File: src/rtl/dotprod_pkg.sv
// Shared definitions for the dot-product datapath: bfloat16 lane geometry and
// the vector loader state encoding.
package dotprod_pkg;

  localparam int BF16_W = 16;
  localparam logic [BF16_W-1:0] BF16_ZERO = 16'h0000;

  typedef enum logic {
    FILL = 1'b0,
    HOLD = 1'b1
  } loader_state_e;

  // Lane i of a flat [0:N*16-1] vector starts at bit i*16 and spans 16 bits.
  function automatic int lane_base(input int lane);
    return lane * BF16_W;
  endfunction

endpackage

File: src/rtl/dotprod_vec_loader.sv
// Packs one bfloat16 pair per accepted beat into horz/vert; the vector is presented one edge after
// its last accept when the output stage is free, and in_ready drops while a completed vector waits.
module dotprod_vec_loader
  import dotprod_pkg::*;
#(
  parameter int VEC_LENGTH = 10,
  parameter int BIT_LENGTH = VEC_LENGTH * 16,
  parameter int CNT_W      = $clog2(VEC_LENGTH + 1)
) (
  input  logic                  clk,
  input  logic                  rst_n,
  input  logic                  in_valid,
  output logic                  in_ready,
  input  logic [0:15]           in_a,
  input  logic [0:15]           in_b,
  input  logic                  in_last,
  output logic [0:BIT_LENGTH-1] horz,
  output logic [0:BIT_LENGTH-1] vert,
  output logic [CNT_W-1:0]      vec_lanes,
  output logic                  vec_valid,
  input  logic                  vec_ready
);

  loader_state_e         state;
  logic [0:BIT_LENGTH-1] fill_a;
  logic [0:BIT_LENGTH-1] fill_b;
  logic [CNT_W-1:0]      count;
  logic [CNT_W-1:0]      lanes_lat;
  logic                  final_lane;

  assign in_ready   = (state == FILL);
  assign final_lane = (count == CNT_W'(VEC_LENGTH - 1)) || in_last;

  always_ff @(posedge clk or negedge rst_n) begin
    if (!rst_n) begin
      state     <= FILL;
      fill_a    <= {VEC_LENGTH{BF16_ZERO}};
      fill_b    <= {VEC_LENGTH{BF16_ZERO}};
      count     <= '0;
      lanes_lat <= '0;
      horz      <= '0;
      vert      <= '0;
      vec_lanes <= '0;
      vec_valid <= 1'b0;
    end else begin
      // Consumption clears valid; a same-edge transfer below overrides it.
      if (vec_valid && vec_ready)
        vec_valid <= 1'b0;

      case (state)
        FILL: begin
          if (in_valid) begin
            fill_a[lane_base(int'(count)) +: BF16_W] <= in_a;
            fill_b[lane_base(int'(count)) +: BF16_W] <= in_b;
            count <= count + CNT_W'(1);
            if (final_lane) begin
              lanes_lat <= count + CNT_W'(1);
              state     <= HOLD;
            end
          end
        end
        HOLD: begin
          if (!vec_valid || vec_ready) begin
            horz      <= fill_a;
            vert      <= fill_b;
            vec_lanes <= lanes_lat;
            vec_valid <= 1'b1;
            // Clearing here is what zero-pads lanes skipped by an early in_last.
            fill_a    <= {VEC_LENGTH{BF16_ZERO}};
            fill_b    <= {VEC_LENGTH{BF16_ZERO}};
            count     <= '0;
            state     <= FILL;
          end
        end
      endcase
    end
  end

endmodule

File: config.mk
export PLATFORM = sky130hd
export DESIGN_NAME = dotprod_vec_loader
export DESIGN_NICKNAME = d
export VERILOG_FILES = /design/src/rtl/dotprod_pkg.sv /design/src/rtl/dotprod_vec_loader.sv
export SDC_FILE = /design/constraint.sdc
export NUM_CORES = 1
export LEC_CHECK = 0
export CORE_AREA = 2 2 230 232
export DETAILED_ROUTE_END_ITERATION = 7
export DIE_AREA = 0 0 232 234
export GPL_TIMING_DRIVEN = 0
export MAX_ROUTING_LAYER = met4
export PLACE_DENSITY_LB_ADDON = 0.1
export SLEW_MARGIN = 20
export SYNTH_ARGS = -nofsm -noshare
export SYNTH_HDL_FRONTEND = slang
export SYNTH_SLANG_ARGS = --single-unit
File: constraint.sdc
create_clock -name clk -period 2.55 [get_ports clk]
set_clock_uncertainty 0.05 [all_clocks]
set_input_delay 0.255 -clock clk [delete_from_list [all_inputs] [get_ports clk]]
set_output_delay 0.255 -clock clk [all_outputs]
set_load 0.1 [all_outputs]
==> flow_summary.json <==
{
  "viasPerCell": 5.41,
  "criticalPathCategory": "flip-flop to output pin",
  "p_leak_nw": 15.1,
  "slowest_delay_ps": 1240,
  "yosysTopAreaCell": "dfrtp_1",
  "grt_pass1_vias": 17500,
  "clock-sinks": 654,
  "avgSynthCellArea_um2": 12.8,
  "reg2reg_depth": 7,
  "drt_pre_antenna_iters": 5,
  "power.density_nw_per_um2": 900,
  "internal_power_mw": 19.1,
  "cts_buffers": 70,
  "synth_top_area_share_pct": 64.0,
  "initialDrtViolationCount": 1080,
  "clkTransAtPathRegs_ps": 60,
  "dieWidth_um": 232,
  "timing.hold.ws_ps": 21.0,
  "synth-seq-cells": 654,
  "cts_buffer_depth": 3,
  "core_area_um2": 52000,
  "worstPathRequired_ps": 2250,
  "hp-class": "input pin to flip-flop",
  "yosys_warnings": 0,
  "area_growth_pct": 27.0,
  "crit_fanout": 3,
  "r2r-end": "fill_b[99]",
  "yosysMostFrequentCell": "dfrtp_1",
  "crit_buf_inv": 1,
  "yosys_most_used_dff": "dfrtp_1",
  "grt_pass1_wl_um": 107000,
  "rrSetupSlack_ps": 200,
  "endpoint": "vec_valid",
  "synthArstFlopShare_pct": 100,
  "port_buffers": 349,
  "fin_tns_setup_ps": 0,
  "tritoncts": "yes",
  "crit_slowest_cell": "clkdlybuf4s50_1",
  "sw_frac_of_total_pct": 34.5,
  "crit_path_start_kind": "flip-flop",
  "slew-limit-headroom_pct": 24.6,
  "worstPathCellList": "clkdlybuf4s50_1",
  "p_switching_mw": 10.1,
  "core.rowCount": 84,
  "cts_htree_levels": 3,
  "tightest_slew_ps": 1130,
  "die-area_um2": 54300,
  "cts_root_buf": "clkbuf_16",
  "cp_num_cells": 1,
  "start_util_pct": 49.1,
  "gr-usage-all-layers_pct": 27.3,
  "min_from": "in_a[9]",
  "drc": 0,
  "final_hold_viol_count": 0,
  "vias": 17100,
  "grt_overflow": 0,
  "wl_per_cell_um": 22.4,
  "cp_top_family": "buffers and inverters",
  "synth_edf_count": 0,
  "crit_start": "vec_valid",
  "drt_wl_total_um": 70900,
  "netlist_top_cells_area": "dfrtp_1 (64%), mux2_2 (16%), nand2_1 (5.8%)",
  "max-cap-violations": 0,
  "fmax_ghz": 0.398,
  "fin_nets": 2470,
  "die_h_um": 234,
  "combPwrFrac_pct": 25.2,
  "hpwl_um": 50400,
  "r2r_start": "count[0]",
  "grt_max_degree": 104,
  "ant_nets": 0,
  "drive_gt1_share_pct": 24.3,
  "power_frac_seq_pct": 40.1,
  "synthesis.nets": 2038,
  "run_status": "complete, no violations",
  "synth_area_um2": 25600,
  "maxSlewViolCount": 0,
  "period_minus_slack_ps": 2520,
  "worstPathArrival_ps": 2210,
  "ir_worst_vdd_mv": 0.758,
  "syn_inst": 1995,
  "yosysUniqueCellTypes": 49,
  "seq_area_frac_synth_pct": 64.0,
  "pwr-share-clk_pct": 34.7,
  "antenna_found_initial": 2,
  "synthTopCellsByCount": "dfrtp_1 (654), nand2_1 (393), mux2_2 (360)",
  "fin_crit_sh_pct": 98.6,
  "rsz0062_at_grt": "no",
  "endpoint_kind": "output pin",
  "finalSetupViolations": 0,
  "io_pins": 363,
  "clk_latency_ps": 590,
  "finalPower_mw": 29.2,
  "gp_congestion": 0.858
}
-- placed cells by master (no fill, tap or decap), drive strengths merged, types with 3 or more instances in the layout --
cell,netlist,routed
dfrtp,654,654
nand2,396,396
mux2,360,360
clkdlybuf4s50,0,347
o21ai,166,166
clkbuf,37,146
buf,107,115
o31ai,64,64
nor2,50,50
nand3,38,38
a22o,33,33
inv,16,16
o2bb2ai,16,16
mux2i,14,14
clkinv,1,7
ha,6,6
bufinv,0,4
nor2b,4,4
nor3b,4,4
a22oi,3,3
dlygate4sd3,0,3
a21oi,3,3
-- per-stage QoR --
stage | util (%) | setup WS [ps] | std cells | cell area [um^2]
finish | 62.4 | 34.9 | 3164 | 32500
floorplan | - | 311 | 1995 | 25600
CTS | 62.3 | 17.6 | 3160 | 32400
global route | 62.4 | 1.81 | 3164 | 32500
detailed placement | 57.8 | 37.8 | 3038 | 30100
global placement | 57.5 | -26990 | 3032 | 29900
-- per-layer routing --
metal  global-route usage, %  wire length (um)
met3                    5.85              4580
met5                       -                 0
met2                    41.5             33200
met1                    36.5             31000
met4                    9.54              2030
-- state kept, by name (all words and copies together), names as in the netlist --
signal / count
vec_lanes: 4
vert: 160
fill_a: 160
state: 1
fill_b: 160
vec_valid: 1
count: 4
lanes_lat: 4
horz: 160
-- logic make-up after synthesis --
logic type,synth area share [%]
muxes,16.4
adders and majority gates,0.294
and+or+nand+nor,8.35
DFF,64.0
xor gates and xnor gates,0.0343
AOI/OAI and AO/OA,7.36
buffers and inverters,3.54
-- power groups by stage --
stage	registers [mW]	logic [mW]	clock network, mW
2_1_floorplan	14.9	2.05	0
3_3_place_gp	11.9	7.26	0
3_5_place_dp	11.9	7.36	0
4_1_cts	11.7	7.39	10.3
5_1_grt	11.8	7.72	10.8
6_report	11.7	7.37	10.1
-- what timing repair did --
item | in CTS | in global routing
setup buffers | 0 | 2
gates cloned | 0 | 0
hold buffers | 3 | 0
gates resized for setup | 3 | 8
pin swaps | 0 | 1
endpoints found under the hold margin | 92 | 0
setup endpoints to repair | 1 | 35
-- cell type report --
cell class | count | area [um^2]
clock buffers | 108 | 2140
flip-flops and latches | 654 | 16400
well taps | 688 | 861
plain buffers | 144 | 846
inverters | 17 | 65.1
fillers | 4167 | 19600
repair buffers | 360 | 3710
diodes | 2 | 5.00
clock inverters | 11 | 158
multi-input cells | 1180 | 8320
-- worst min-delay path: cells and delay by family --
kind	cells	cell delay, ps
buf+inv	1	220
compound gates	1	50
simple gates	1	100
-- worst min-delay path by stage --
stage / slack, ps / to / depth (start not counted)
after floorplan: -90 / count[0] / 0
after global placement: 410 / fill_a[139] / 2
after detailed placement: 290 / horz[103] / 1
after CTS: 3 / fill_a[37] / 3
after global routing: 20 / fill_a[37] / 3
final: 20 / fill_a[121] / 3
(Power assumes the default switching activity.)
